===== src/rtl/slave_tag_allocator.sv =====
// slave_tag_allocator
//   Hands out transaction tags for non-posted requests and takes them back
//   when the matching completion has finished. Free tags live in a circular
//   free list; a per-tag bitmap marks which tags are currently in flight so
//   that bogus or duplicate releases can be detected and rejected.
//
// Ports
//   clk, rstn                 clock, asynchronous active-low reset
//   alloc_valid / alloc_info  request needing a tag, plus the info to record
//   alloc_ready / alloc_tag   a tag is available / the tag granted this cycle
//   rel_valid / rel_tag       return a tag to the free list
//   req_wr_en/addr/data       recorder write, one cycle after each grant
//   outstanding               number of tags currently in flight
//   err_bad_release           sticky flag: a non-allocated tag was released
//
// state   | meaning
// --------+-----------------------------------------------------------
// ST_INIT | seeding free list with tags 0..NUM_TAGS-1, one per cycle
// ST_RUN  | normal allocate / release operation
module slave_tag_allocator #(
  parameter int TAG_W      = 8,
  parameter int REC_DATA_W = 16
) (
  input  logic                  clk,
  input  logic                  rstn,
  input  logic                  alloc_valid,
  input  logic [REC_DATA_W-1:0] alloc_info,
  output logic                  alloc_ready,
  output logic [TAG_W-1:0]      alloc_tag,
  input  logic                  rel_valid,
  input  logic [TAG_W-1:0]      rel_tag,
  output logic                  req_wr_en,
  output logic [TAG_W-1:0]      req_wr_addr,
  output logic [REC_DATA_W-1:0] req_wr_data,
  output logic [TAG_W:0]        outstanding,
  output logic                  err_bad_release
);

  localparam int NUM_TAGS = 1 << TAG_W;
  localparam logic [TAG_W:0] PTR_ONE = {{TAG_W{1'b0}}, 1'b1};

  typedef enum logic {ST_INIT, ST_RUN} state_t;

  state_t                  r_state;
  state_t                  w_state_nxt;
  logic [TAG_W:0]          r_rd_ptr;
  logic [TAG_W:0]          r_wr_ptr;
  logic [NUM_TAGS-1:0]     r_bitmap;
  logic [TAG_W-1:0]        r_fifo [NUM_TAGS];
  logic [TAG_W:0]          r_outstanding;
  logic                    r_req_wr_en;
  logic [TAG_W-1:0]        r_req_wr_addr;
  logic [REC_DATA_W-1:0]   r_req_wr_data;
  logic                    r_err;

  logic                    w_run;
  logic                    w_fl_empty;
  logic                    w_fl_full;
  logic                    w_init_last;
  logic                    w_alloc_ready;
  logic                    w_alloc_fire;
  logic                    w_rel_hit;
  logic                    w_rel_ok;
  logic                    w_rel_bad;
  logic                    w_fifo_we;
  logic [TAG_W-1:0]        w_fifo_wdata;
  logic [TAG_W-1:0]        w_alloc_tag;

  assign w_run       = (r_state == ST_RUN);
  assign w_fl_empty  = (r_wr_ptr == r_rd_ptr);
  // Pointers carry one extra wrap bit: equal low bits with differing MSBs means full.
  assign w_fl_full   = (r_wr_ptr[TAG_W] != r_rd_ptr[TAG_W]) &&
                       (r_wr_ptr[TAG_W-1:0] == r_rd_ptr[TAG_W-1:0]);
  assign w_init_last = (r_state == ST_INIT) && (&r_wr_ptr[TAG_W-1:0]);

  always_ff @(posedge clk or negedge rstn) begin
    if (!rstn) r_state <= ST_INIT;
    else       r_state <= w_state_nxt;
  end

  always_comb begin
    w_state_nxt   = r_state;
    w_alloc_ready = 1'b0;
    case (r_state)
      ST_INIT: if (w_init_last) w_state_nxt = ST_RUN;
      ST_RUN:  w_alloc_ready = !w_fl_empty;
      default: w_state_nxt = ST_INIT;
    endcase
  end

  assign w_alloc_tag  = r_fifo[r_rd_ptr[TAG_W-1:0]];
  assign w_alloc_fire = alloc_valid & w_alloc_ready;

  // Release legality is judged on the bitmap as it stood before this cycle,
  // so releasing the tag being granted in the same cycle counts as bad.
  assign w_rel_hit = r_bitmap[rel_tag];
  assign w_rel_ok  = rel_valid & w_run & w_rel_hit & ~w_fl_full;
  assign w_rel_bad = rel_valid & w_run & ~w_rel_hit;

  assign w_fifo_we    = (r_state == ST_INIT) | w_rel_ok;
  assign w_fifo_wdata = w_run ? rel_tag : r_wr_ptr[TAG_W-1:0];

  // Free-list storage is overwritten by INIT after every reset, so it needs none.
  always_ff @(posedge clk) begin
    if (w_fifo_we) r_fifo[r_wr_ptr[TAG_W-1:0]] <= w_fifo_wdata;
  end

  always_ff @(posedge clk or negedge rstn) begin
    if (!rstn) begin
      r_rd_ptr <= '0;
      r_wr_ptr <= '0;
    end else begin
      if (w_alloc_fire)                   r_rd_ptr <= r_rd_ptr + PTR_ONE;
      if ((r_state == ST_INIT) || w_rel_ok) r_wr_ptr <= r_wr_ptr + PTR_ONE;
    end
  end

  // A granted tag always has a clear bit and a good release a set bit,
  // so the two updates below never touch the same bit.
  always_ff @(posedge clk or negedge rstn) begin
    if (!rstn) begin
      r_bitmap <= '0;
    end else begin
      if (w_alloc_fire) r_bitmap[w_alloc_tag] <= 1'b1;
      if (w_rel_ok)     r_bitmap[rel_tag]     <= 1'b0;
    end
  end

  always_ff @(posedge clk or negedge rstn) begin
    if (!rstn) begin
      r_outstanding <= '0;
    end else begin
      case ({w_alloc_fire, w_rel_ok})
        2'b10:   r_outstanding <= r_outstanding + PTR_ONE;
        2'b01:   r_outstanding <= r_outstanding - PTR_ONE;
        default: r_outstanding <= r_outstanding;
      endcase
    end
  end

  always_ff @(posedge clk or negedge rstn) begin
    if (!rstn) begin
      r_req_wr_en   <= 1'b0;
      r_req_wr_addr <= '0;
      r_req_wr_data <= '0;
      r_err         <= 1'b0;
    end else begin
      r_req_wr_en <= w_alloc_fire;
      if (w_alloc_fire) begin
        r_req_wr_addr <= w_alloc_tag;
        r_req_wr_data <= alloc_info;
      end
      if (w_rel_bad) r_err <= 1'b1;
    end
  end

  assign alloc_ready     = w_alloc_ready;
  assign alloc_tag       = w_alloc_tag;
  assign req_wr_en       = r_req_wr_en;
  assign req_wr_addr     = r_req_wr_addr;
  assign req_wr_data     = r_req_wr_data;
  assign outstanding     = r_outstanding;
  assign err_bad_release = r_err;

endmodule


===== config.mk =====
export PLATFORM = sky130hd
export DESIGN_NAME = slave_tag_allocator
export DESIGN_NICKNAME = d
export VERILOG_FILES = /design/src/rtl/slave_tag_allocator.sv
export SDC_FILE = /design/constraint.sdc
export NUM_CORES = 2
export LEC_CHECK = 0
export ABC_AREA = 1
export ABC_CLOCK_PERIOD_IN_PS = 15550
export CORE_ASPECT_RATIO = 0.5
export CORE_MARGIN = 1
export CORE_UTILIZATION = 60
export DETAILED_ROUTE_END_ITERATION = 10
export PLACE_DENSITY = 0.79
export SLEW_MARGIN = 20
export SYNTH_ARGS = -nofsm -noshare
export SYNTH_HDL_FRONTEND = slang
export SYNTH_SLANG_ARGS = --single-unit

===== constraint.sdc =====
create_clock -name clk -period 15.55 [get_ports clk]
set_input_delay 2.3325 -clock clk [delete_from_list [all_inputs] [get_ports clk]]
set_output_delay 2.3325 -clock clk [all_outputs]
set_load 0.02 [all_outputs]

Yosys cells after proc, flatten, opt, wreduce, memory -nomap -nowiden
Memory sizes are Yosys's and may differ from the RTL's.
Cells that the tools add are included.
- register bits after elaboration: 310
- memory bits (writable): 2048
- bits of input ports: 28
- output and inout port bits: 44
- word-level logic and storage cells: 58
- memories kept: 1
- add/sub/neg operators: 4
- $lt $le $gt $ge: 4
- equality and inequality tests: 5
- muxes and demuxes: 15
- bitwise gates (word level): 12
- reductions and logical operators: 8
- memories (name ; depth ; width ; read ports ; clocked after Yosys merged registers in ; write ports ; RTL line ; text):
    r_fifo ; 256 ; 8 ; 1 ; 0 ; 1 ; 49 ; logic [TAG_W-1:0] r_fifo [NUM_TAGS];
- operator list (operator ; count):
    $mux 256 ; 2
    $and 256x256->256 ; 1
    $not 256->256 ; 1
    $or 256x256->256 ; 1
    $add 9x1->9 const B ; 3
    $lt 8x9->1 const B ; 2
    $pmux 9 s2 ; 1
    $demux 1 s8 ; 2
    $ge 8x1->1 const B ; 2
    $eq 9x9->1 ; 1
    $sub 9x1->9 const B ; 1
    $bmux 1 s8 ; 1
    $eq 8x8->1 ; 1
    $mux 1 ; 8
    $mux 8 ; 1
    $reduce_and 8->1 ; 1
    $and 1x1->1 ; 5
    $logic_and 1x1->1 ; 4
    $not 1->1 ; 3
    $eq 2x1->1 const B ; 1
    $eq 2x2->1 const B ; 1
    $reduce_bool 2->1 ; 1
    $logic_not 1->1 ; 1
    $logic_or 1x1->1 ; 1
    2 further kinds ; 2

Depth between registers and ports, before layout
An unclocked memory read counts as a cell.
- depth after elaboration: 9
- mapped depth: 32
- gate-level depth less buffers: 30

Worst setup path after synthesis
OpenSTA, ideal clock, no wires.
- kind: flip-flop to flip-flop
- from: reg r_wr_ptr[3]
- to: mem r_fifo[0][3] (data pin)
- setup time: 2.187 ns
- arrival time: 10.565 ns
- data required time: 13.363 ns
- path slack: 2.797 ns
- stages on the path, launching flop included: 4
- period minus slack after synthesis: 12.753 ns
- cells stage by stage: dfrtp_1 clkbuf_1 inv_1 o21ai_0
- cells in the longest elaborated chain, start to end: 1
- ends and longest elaborated chain (item ; RTL line ; text):
    start, declared ; 47 ; logic [TAG_W:0] r_wr_ptr;
    start signal, assigned ; 114 ; if ((r_state == ST_INIT) || w_rel_ok) r_wr_ptr <= r_wr_ptr + PTR_ONE;
    $mux 8 ; 101 ; assign w_fifo_wdata = w_run ? rel_tag : r_wr_ptr[TAG_W-1:0];
    net w_fifo_wdata[3] ; 66 ; logic [TAG_W-1:0] w_fifo_wdata;
    end, declared ; 49 ;
The timed path passes the listed nets, and every way through them passes these cells.

Worst setup path in the final report
- from: reg r_rd_ptr[0]
- to: out alloc_tag[1]
- cells in the longest elaborated chain, start to end: 1
- ends and longest elaborated chain (item ; RTL line ; text):
    start, declared ; 46 ; logic [TAG_W:0] r_rd_ptr;
    start signal, assigned ; 113 ; if (w_alloc_fire) r_rd_ptr <= r_rd_ptr + PTR_ONE;
    $mem_v2 256x8 ; -- ;
    end, declared ; 29 ; output logic [TAG_W-1:0] alloc_tag,
No other way between the ends.

==> results.md <==
* Fin area at 0.1113 mm²
* Io pins at between 70 and 80
* CP required at around 13000 ps
* Async S/R FF share, synth at 0.1315
* Hold buffers post-CTS at 0
* Total core area at between 0.15 and 0.2 mm²
* H-tree depth at 4
* Setup crit end kind: output port
* Pin count of the biggest net entering global routing at approximately 240
* Die Y-Extent at 295.0 µm
* Mapped cell area at slightly above 0.1 mm²
* Routed WL per cell at roughly 24 µm
* R2R setup slack at just under 9000 ps
* Kind of critical path: register to output port
* Post-Layout Cell Count at ~12000
* Status: completed
* Post-DP HPWL at 165.6 mm
* Worst reg2reg path depth at 19
* Post-synth top area cell: edfxtp_1
* Top cells by area, synth: edfxtp_1 60%, nand2_1 8.2%, dfrtp_1 7.5%
* Reg2reg start: r_rd_ptr[0]
* Xor-xnor portion of the synthesized cell area at 0.002551
* Register area share after synthesis at 0.6723
* Synth warn at 0
* DRT iter0 DRCs at ~13000
* Synth cell count leaders: 2252 x nand2_1, 2048 x edfxtp_1, 1703 x nor2_1
* Endpoints failing hold at 0
* # DRC at 0
* Met3 GRT Util at 0.09840
* Synth Register Bits at roughly 2400
* Post-layout min period at a little over 9000 ps
* GR Util met1 at 0.4485
* Final max-slew violation count at 0
* Area delta synth->final at 8.021%
* RR Endpoint: r_bitmap[8]
* CTS sink count at between 2000 and 2500
* Hold_sp: req_wr_data[10]
* Tcrit/Tclk final at 0.5932
* CTS Buf Count at a little over 200
* Routed vias/inst at around 6.1
* Area share of the largest cell type after synthesis at 0.5970
* CTS Root Cell: clkbuf_16
* Pwr Density at between 100 and 150 mW/mm²
* Max-cap violations at 0
* EDFF count, synth at 2048
* Total track usage at 0.3278
* Slew HR at 0.1295
* DR pass1 iterations at 10
* Post-route setup TNS at 0 ps
* Post-Syn Nets at ~10000
* FILL cells at between 10000 and 15000
* Worst hold endpoint: req_wr_data[10]
* CTS tree: built
* FP Rows at approximately 110
* Post-Syn Instances at 10100
* Netlist cell types at 40
* Clock Latency Late Sink at 880 ps
* Worst-Margin Slew at around 1300 ps
* Die ar. at 0.1734 mm²
* Clock Pin Slew Worst Setup and Hold Paths at ~60 ps
* Crit path DAT at 6890 ps
* Post-Synth Simple-Gate Area at 0.1978
* Placed cell area at around 0.10 mm²
* Count leader, synth: nand2_1
* Fmax achieved at approximately 110 MHz
* Cell total after placement at between 10000 and 15000
* Global route overflow at 0
* Routing usage on met2 at 0.4954
* Initial Util at 0.6044
* Drt total wl at a little under 300 mm
* Setup Fix Bufs, Post-CTS at 0
* Gr busiest metal: met2
* Initial antenna violation count at 7
* Die X at between 500 and 600 µm
* CTS Buffer Depth at 4
* GPL Wtd Cong at about 0.97
* Startpoint class of the critical path: register
* Gates resized, CTS repair at 0
* First-pass GRT wire length at between 400 and 500 mm
* Number of global-route vias before repair at 70420
* Reg area at 0.06927 mm²
* RSZ-0062 raised after global routing: no
* Final setup viols at 0
* Post-synthesis mux area share at 0.00009717
* Layout cells sized above 1 at 0.05090
* Peak supply drop at 0.08609 mV
* Routed Antenna Nets at 0
* Post-synth top flop: edfxtp_1
* Worst hold path class: register to register
* Synth Area in Adders at 0.001093
* Final #Nets at a little under 10000
* Routed via count at 75000
* Setup WS post-layout at 6326 ps
* Area of the multi-input gates at between 0.02 and 0.03 mm²
* Cell leakage power at ~42 nW
* Synth Area in Compound Gates at 0.06372
* Avg Inst Size Synth at 10.20 µm²
* Clock Skew at 68.00 ps
* Hold path depth at 2
* Port Buffer Count at 71
* Post-Place Worst Slack at between 5000 and 6000 ps
* CP max FO at around 240
* Largest family of logic cells by synthesized area: simple AND/OR/NAND/NOR gates
[how the worst max path moves through the flow]
stage	end	start	slack, ps
3_5_place_dp	r_fifo[97][1]	rel_tag[0]	5580
2_1_floorplan	r_fifo[0][3]	r_wr_ptr[3]	2800
6_report	alloc_tag[1]	r_rd_ptr[0]	6330
5_1_grt	alloc_tag[3]	r_rd_ptr[0]	6100
4_1_cts	r_fifo[97][1]	rel_tag[0]	6490
3_3_place_gp	r_fifo[129][5]	rel_tag[0]	5960
[worst max-delay path, stage by stage, from the launching register on]
cell,delay (ps)
dfrtp_4,780
inv_16,670
buf_4,790
buf_12,680
nand2_1,140
nand3_1,150
nand2_1,110
nand2_1,70
nand2_1,70
inv_1,100
nand2_1,120
a21oi_1,260
nand3_1,330
nand3_1,400
nand2_2,190
clkdlybuf4s50_1,620
[final cells by class]
cell class | instances | area share
Sequential cell | 2358 | 0.6225
Tap cell | 2289 | 0.02574
Multi-Input combinational cell | 6245 | 0.2468
Timing Repair Buffer | 182 | 0.01511
Clock buffer | 248 | 0.04895
Inverter | 890 | 0.03030
Clock inverter | 117 | 0.01051
Antenna cell | 3 | 0.00006747
[registers in the layout, indices dropped and copies added (netlist names)]
| name | cells |
|---|---|
| req_wr_en | 1 |
| r_wr_ptr | 9 |
| req_wr_data | 16 |
| outstanding | 9 |
| r_bitmap | 256 |
| err_bad_release | 1 |
| r_state | 1 |
| r_rd_ptr | 9 |
| req_wr_addr | 8 |
| r_fifo | 2048 |
[metal layers]
layer  part of all wire  up-vias
met1               0.37    35260
li1                   -    33150
met2               0.44     5734
met3               0.15      843
met5            0.00025        -
met4              0.043       10
[power by group]
group          switching (mW)  internal (mW)  total, mW
combinational           0.394          0.140      0.535
sequential            0.00742           6.78       6.79
clock                    2.31           2.86       5.17
total                    2.71           9.78       12.5
[per-stage QoR]
| step | hold WS [ps] | total power [mW] | utilization |
|---|---|---|---|
| after floorplan | 461.9 | 7.290 | - |
| after global placement | 453.0 | 7.434 | 0.6138 |
| after detailed placement | 457.4 | 7.441 | 0.6138 |
| after CTS | 473.4 | 12.47 | 0.6527 |
| after global routing | 495.7 | 12.76 | 0.6528 |
| final | 470.2 | 12.50 | 0.6529 |
[cells by family after synthesis]
kind of cell / after synthesis
AOI/OAI and AO/OA: 1218
xor gates and xnor gates: 30
DFF: 2358
adders and majority gates: 9
and+or+nand+nor: 4987
buffers and inverters: 1493
muxes: 1
[cell usage in the layout (no fill, tap or decap), types with 4 or more instances in the layout]
master and count:
nand2_4 10, nor2_4 42, o21bai_1 4, nand2_2 18, clkbuf_1 32, o22ai_1 61, clkinvlp_4 9, nor2_1 1697
inv_1 877, or2_2 8, xor2_1 25, o211ai_1 86, nor3_1 7, inv_2 7, o21ai_4 8, clkinv_2 34
o21ai_0 569, clkbuf_8 7, edfxtp_1 2048, xnor2_1 5, clkinv_1 43, nand2_1 2251, a22oi_1 64, o21ai_1 70
a21oi_1 354, nand3_1 934, ha_1 9, nand4_1 7, dfrtp_1 306, clkdlybuf4s50_1 70, clkbuf_16 209, buf_4 101
clkinv_4 5, buf_12 9, bufinv_16 22
Power figures use the tool's default switching activity.
